$ cat src/rtl/id_register_file_sb.sv
// Decode-stage register file with write-back bypass and a per-register
// in-flight write scoreboard that raises a stall on RAW hazards or a full counter.
module id_register_file_sb #(
    parameter int DATA_W   = 32,
    parameter int NUM_REGS = 15,
    parameter int ADDR_W   = 4,
    parameter int CNT_W    = 2
) (
    input  logic              clk,
    input  logic              rst,
    input  logic [ADDR_W-1:0] src1,
    input  logic [ADDR_W-1:0] src2,
    input  logic              src1_used,
    input  logic              src2_used,
    output logic [DATA_W-1:0] reg1,
    output logic [DATA_W-1:0] reg2,
    input  logic              wb_en,
    input  logic [ADDR_W-1:0] wb_dest,
    input  logic [DATA_W-1:0] wb_value,
    input  logic              issue_en,
    input  logic [ADDR_W-1:0] issue_dest,
    input  logic              flush,
    output logic              hazard,
    output logic              sb_err
);

    // One extra bit so NUM_REGS == 2^ADDR_W still compares correctly.
    localparam logic [ADDR_W:0] NUM_REGS_X = NUM_REGS[ADDR_W:0];

    logic [DATA_W-1:0] regs [NUM_REGS];
    logic [CNT_W-1:0]  cnt  [NUM_REGS];

    logic             s1_ok, s2_ok, wb_ok, iss_ok;
    logic [CNT_W-1:0] cnt_s1, cnt_s2, cnt_wb, cnt_iss;
    logic             dec, inc, same_reg;
    logic             raw1, raw2, full;

    assign s1_ok  = {1'b0, src1}       < NUM_REGS_X;
    assign s2_ok  = {1'b0, src2}       < NUM_REGS_X;
    assign wb_ok  = wb_en & ({1'b0, wb_dest} < NUM_REGS_X);
    assign iss_ok = {1'b0, issue_dest} < NUM_REGS_X;

    always_comb begin
        cnt_s1  = '0;
        cnt_s2  = '0;
        cnt_wb  = '0;
        cnt_iss = '0;
        if (s1_ok)  cnt_s1  = cnt[src1];
        if (s2_ok)  cnt_s2  = cnt[src2];
        if (wb_ok)  cnt_wb  = cnt[wb_dest];
        if (iss_ok) cnt_iss = cnt[issue_dest];
    end

    always_comb begin
        reg1 = '0;
        reg2 = '0;
        if (s1_ok) reg1 = (wb_en && wb_dest == src1) ? wb_value : regs[src1];
        if (s2_ok) reg2 = (wb_en && wb_dest == src2) ? wb_value : regs[src2];
    end

    assign dec      = wb_ok & (cnt_wb != '0);
    assign same_reg = (issue_dest == wb_dest);

    // A source whose last outstanding write lands this cycle is served by the bypass.
    assign raw1 = src1_used & s1_ok & (cnt_s1 != '0)
                & ~(dec & (wb_dest == src1) & (cnt_s1 == CNT_W'(1)));
    assign raw2 = src2_used & s2_ok & (cnt_s2 != '0)
                & ~(dec & (wb_dest == src2) & (cnt_s2 == CNT_W'(1)));
    assign full = issue_en & iss_ok & (cnt_iss == '1) & ~(dec & same_reg);

    assign hazard = raw1 | raw2 | full;
    assign inc    = issue_en & iss_ok & ~hazard;

    always_ff @(posedge clk) begin
        if (rst) begin
            for (int i = 0; i < NUM_REGS; i++) begin
                regs[i] <= DATA_W'(i);
                cnt[i]  <= '0;
            end
            sb_err <= 1'b0;
        end else begin
            if (wb_ok) regs[wb_dest] <= wb_value;
            if (flush) begin
                for (int i = 0; i < NUM_REGS; i++) cnt[i] <= '0;
            end else begin
                if (inc && !(dec && same_reg)) cnt[issue_dest] <= cnt_iss + CNT_W'(1);
                if (dec && !(inc && same_reg)) cnt[wb_dest]    <= cnt_wb - CNT_W'(1);
                if (wb_ok && cnt_wb == '0)     sb_err          <= 1'b1;
            end
        end
    end

endmodule

$ cat config.mk
export PLATFORM = sky130hd
export DESIGN_NAME = id_register_file_sb
export DESIGN_NICKNAME = d
export VERILOG_FILES = /design/src/rtl/id_register_file_sb.sv
export SDC_FILE = /design/constraint.sdc
export NUM_CORES = 1
export LEC_CHECK = 0
export BUFFER_PORTS_ARGS = -buffer_cell sky130_fd_sc_hd__buf_2
export CORE_MARGIN = 8
export CORE_UTILIZATION = 45
export CTS_BUF_LIST = sky130_fd_sc_hd__clkbuf_4 sky130_fd_sc_hd__clkbuf_8
export DETAILED_ROUTE_END_ITERATION = 8
export GPL_ROUTABILITY_DRIVEN = 0
export PLACE_DENSITY_LB_ADDON = 0.3
export SETUP_SLACK_MARGIN = 0.5
export SLEW_MARGIN = 20
export SYNTH_ARGS = -nofsm -noshare
export SYNTH_HDL_FRONTEND = slang
export SYNTH_SLANG_ARGS = --single-unit
$ cat constraint.sdc
create_clock -name clk -period 5.63 [get_ports clk]
set_input_delay 0.563 -clock clk [delete_from_list [all_inputs] [get_ports clk]]
set_output_delay 0.563 -clock clk [all_outputs]
set_load 0.02 [all_outputs]
# Word level (Yosys, flattened, before mapping)
# Memory sizes are Yosys's and may differ from the RTL's.
# Index checks and enable logic that the tools add are counted.
# Widths: inputs -> output; s select.
totals:
  ff_bits: 1
  latch_bits: 0
  ram_bits: 510
  mem_bits_ro: 0
  output_inout_bits: 66
  wordCells: 119
  memories: 2
mem_list:
  columns: ["memory", "words", "word_bits", "rd", "rd_ports_with_merged_regs", "write_ports", "line", "source"]
  rows:
  - ["regs", 15, 32, 2, 0, 15, "30", "logic [DATA_W-1:0] regs [NUM_REGS];"]
  - ["cnt", 15, 2, 4, 0, 15, "31", "logic [CNT_W-1:0] cnt [NUM_REGS];"]
classes:
  n_addsub: 2
  mul: 0
  n_div: 0
  order_cmp: 4
  eq_ne: 6
  shifts: 0
  mux: 48
  bitwise: 39
  n_reduce_logical: 17
ops:
  columns: ["cell", "count"]
  rows:
  - ["$mux 32", 5]
  - ["$mux 2", 21]
  - ["$reduce_or 32->1", 1]
  - ["$mux 1", 19]
  - ["$and 1x1->1", 17]
  - ["$or 1x1->1", 17]
  - ["$lt 4x4->1 const B", 4]
  - ["$eq 4x4->1", 3]
  - ["$mux 4", 3]
  - ["$logic_and 1x1->1", 7]
  - ["$reduce_bool 2->1", 3]
  - ["$not 1->1", 5]
  - ["$eq 2x1->1 const B", 2]
  - ["$reduce_or 2->1", 2]
  - ["$add 2x1->2 const B", 1]
  - ["$eq 2x2->1 const B", 1]
  - ["$logic_not 1->1", 2]
  - ["$logic_not 2->1", 1]
  - ["$reduce_and 2->1", 1]
  - ["$sub 2x1->2 const B", 1]

# Depth between registers and ports, before layout
logic_depth:
  ltp_word: 22
  mapped_depth: 15
  depth_no_buf: 11

# Worst setup path before layout
# Ideal clock, no wire load.
synth_timing:
  path_kind: "in2reg"
  from: "in wb_dest[0]"
  to: "mem cnt[12][0] (data pin)"
  t_arrival_ns: 4.223
  path_slack_ns: 1.253
  stages: 15
  path_buffers: 4
  path_cell_list: "clkbuf_1 clkbuf_1 mux4_2 mux4_2 nand2_1 ha_1 nand2b_1 or2_2 nor2_1 nor2_1 o2111ai_4 or4b_1 buf_2 buf_6 o22ai_2"
synth_lines:
  columns: ["element", "line", "source"]
  rows:
  - ["start: declaration", "18", "input logic [ADDR_W-1:0] wb_dest,"]
  - ["end: declaration", "31", null]

==> results by group <==
Timing
  – Max-slew violation count: 0
  – Min Tclk post-route: 4.46 ns
  – Worst clock skew: 0.0134 ns
  – RSZ-0062 raised after global routing: false
  – Final setup violation count: 0
  – Slew margin rel.: 28.5%
  – Worst-margin pin slew: 1.07 ns
  – Final hold slack: 0.267 ns
  – Fin Setup TNS: 0 ns
  – Fin. Hold Viols: 0
  – Final worst-path cycle share: 79.1%
  – FMAX: 0.224 GHz

Clock tree
  – CTS resizes: 0
  – CTS tree: done
  – Hold-fix buffers at CTS: 0
  – CTS H-tree lvls: 3
  – Clock Latency Late Sink: 0.68 ns
  – Post-CTS setup buffer count: 0
  – Max clock buf depth: 3
  – Root buf cell: clkbuf_8
  – # clock sinks: 545
  – CTS clk-pin slew, worst paths: 0.06 ns
  – CTS buffer count: 93

Route
  – WL final: 93900 microns
  – Via/cell ratio: 6.43
  – Drc violations: 0
  – Drt first pass iters: 6
  – Antenna Nets Post-Route: 0
  – Drt wl/cell: 30.7 microns
  – Via count: 19600
  – First DRT Iteration DRCs: 2198

Flow run
  – MaxCap Viol Count: 0

Hold path
  – Hold Path End: regs[15][11]
  – HP Class: input port to register
  – WHS Path Cells: 1
  – HP Start: wb_value[11]

Die
  – Rows: 95
  – Die X: 276 microns
  – Chip height: 276 microns
  – Die ar.: 76200 sq um
  – Initial core utilization: 45.4%
  – Number of top-level pins: 121
  – Core area: 67000 sq um

Setup path
  – Critical path's most frequent cell: mux4_2
  – Crit end category: register
  – CP Launch Point: cnt[13][0]
  – CP Class: register to register
  – Reg2reg end: cnt[7][0]
  – RR Startpoint: cnt[13][0]
  – CP max FO: 17
  – Reg2reg path depth: 11
  – Buf+Inv Stages, Crit Path: 0
  – R2R setup slack: 1.17 ns
  – Worst-path cell chain: mux4_2 > mux4_2 > nand2_1 > ha_1 > nand2b_1 > nor2_1 > a21oi_1 > a32oi_2 > o2111ai_4 > or4b_1 > o22ai_1
  – Worst EP arrival: 4.96 ns
  – Worst EP required: 6.13 ns
  – CP top delay family: simple AND/OR/NAND/NOR gates
  – Crit path largest cell delay: 0.96 ns
  – Slowest stage cell, crit path: or4b_1
  – Startpoint Class: register

Pwr
  – Peak VDD IR: 0.000151 V
  – LEAKAGE: 0.0116 uW
  – Power Density: 288 nW/um^2

Synthesis
  – Post-synth EDFFs: 544
  – Post-synthesis compound-gate area fraction: 2.89%
  – Synthesized area: 30500 sq um
  – Post-synthesis cell type count: 47
  – Sequential fraction of the synthesis area: 53.7%
  – Top_reg_cell synth: edfxtp_1
  – Asr flop ratio synth: 0%
  – Synth top area cells: edfxtp_1, mux4_2, and2_1
  – Post-Synth XOR/XNOR Area: 0.345%
  – Synth Area per Inst: 15.1 sq um
  – Post-synthesis mux area share: 26.4%
  – Largest area contributor in the netlist: edfxtp_1
  – Dominant combinational cell family by area after synthesis: multiplexers
  – Post-Synth Adder-Cell Area: 0.0822%
  – Post-synthesis register bit count: 545
  – Simple-Gate Fraction of Synth Area: 13.9%
  – Synth top area share: 53.6%
  – Mapped Cells: 2020
  – Number of warnings issued by yosys: 0

Final layout
  – Area Overhead vs Synth: 11.0%
  – NumNets Final: 2169
  – Layout cell share with drive strength beyond 1: 32.9%

Global routing
  – Total GRT Usage: 24.2%
  – Initial antenna violation count: 6
  – Largest net degree at the start of global routing: 86
  – Vias in the first global route: 20600
  – First-pass GRT wire length: 137000 microns
  – Grt ovf: 0

Status
  – Status: completed

Placed design
  – Port buffer count: 120
  – HPWL after DPL: 53500 microns
worst max path at each step:
stage               depth (start not counted)    endpoint
CTS                                        11      hazard
finish                                     11   cnt[7][0]
detailed placement                         12  cnt[11][0]
global placement                           12   cnt[3][0]
global route                               11   cnt[0][0]
floorplan                                  15  cnt[12][0]
placed cells by master, fill, tap and decap left out, types with 21 or more instances in the layout:
cell      count
a21oi_1      66
and2_1      453
buf_2       115
buf_4        50
clkbuf_4     22
clkbuf_8     95
clkinv_1     25
conb_1       34
edfxtp_1    544
mux4_2      348
nand2_1     154
or2_2        21
or3_1        34
metal layers:
layer | GRT usage, % | part of all wire, % | vias up
li1 | - | - | 8026
met1 | 30.7 | 37 | 10100
met2 | 40.3 | 49 | 1264
met3 | 5.35 | 10 | 236
met4 | 9.96 | 3.8 | 0
met5 | 0 | 0 | -
cell families after synthesis:
| group | after synthesis |
|---|---|
| flops | 545 |
| xor+xnor | 12 |
| fa+ha+maj | 2 |
| compound gates | 132 |
| simple gates | 748 |
| other cells | 1 |
| mux | 366 |
| buf+inv | 214 |
Yosys cell counts, drive strengths merged (2+ instances only):
cell and number:
buf 45, mux2i 11, nor2b 10, ha 2, and4 2, nand3 17, or3b 2, a22o 2
xor2 8, nand2 156, or3 34, o32ai 12, or4b 2, o21ai 7, o221ai 17, mux2 7
nor2 28, xnor2 4, nand2b 10, mux4 348, nor3 2, and2 455, o22ai 19, nand4 3
clkbuf 165, edfxtp 544, nor4 3, inv 4, or2 21, a21oi 66
stage by stage:
stage	utilization (%)	setup WS, ns	area, sq um	cells	power (uW)
floorplan	-	1.25	30600	2053	5840
CTS	50.4	1.29	33800	3052	9780
global route	50.4	0.935	33800	3053	10000
detailed placement	47.8	0.713	32100	2890	6370
finish	50.4	1.17	33800	3056	9720
global placement	47.8	0.919	32100	2890	6330
report_power, final:
part | switching, uW | internal [uW]
Sequential | 123 | 4710
Combinational | 816 | 638
Clock | 1640 | 1800
Total | 2570 | 7150
registers in the layout, summed over array words and instances (netlist names):
register,flops
cnt,32
sb_err,1
regs,512
layout make-up:
class	count	area [sq um]
antenna	4	10.0
clock buffer	117	1470
clock inverter	45	258
fill	5606	33200
inverter	4	15.0
multi-input combinational	1294	13500
sequential	545	16400
tap	873	1090
timing repair buffer	174	1100
No activity file was read; power rests on OpenSTA's default activity.
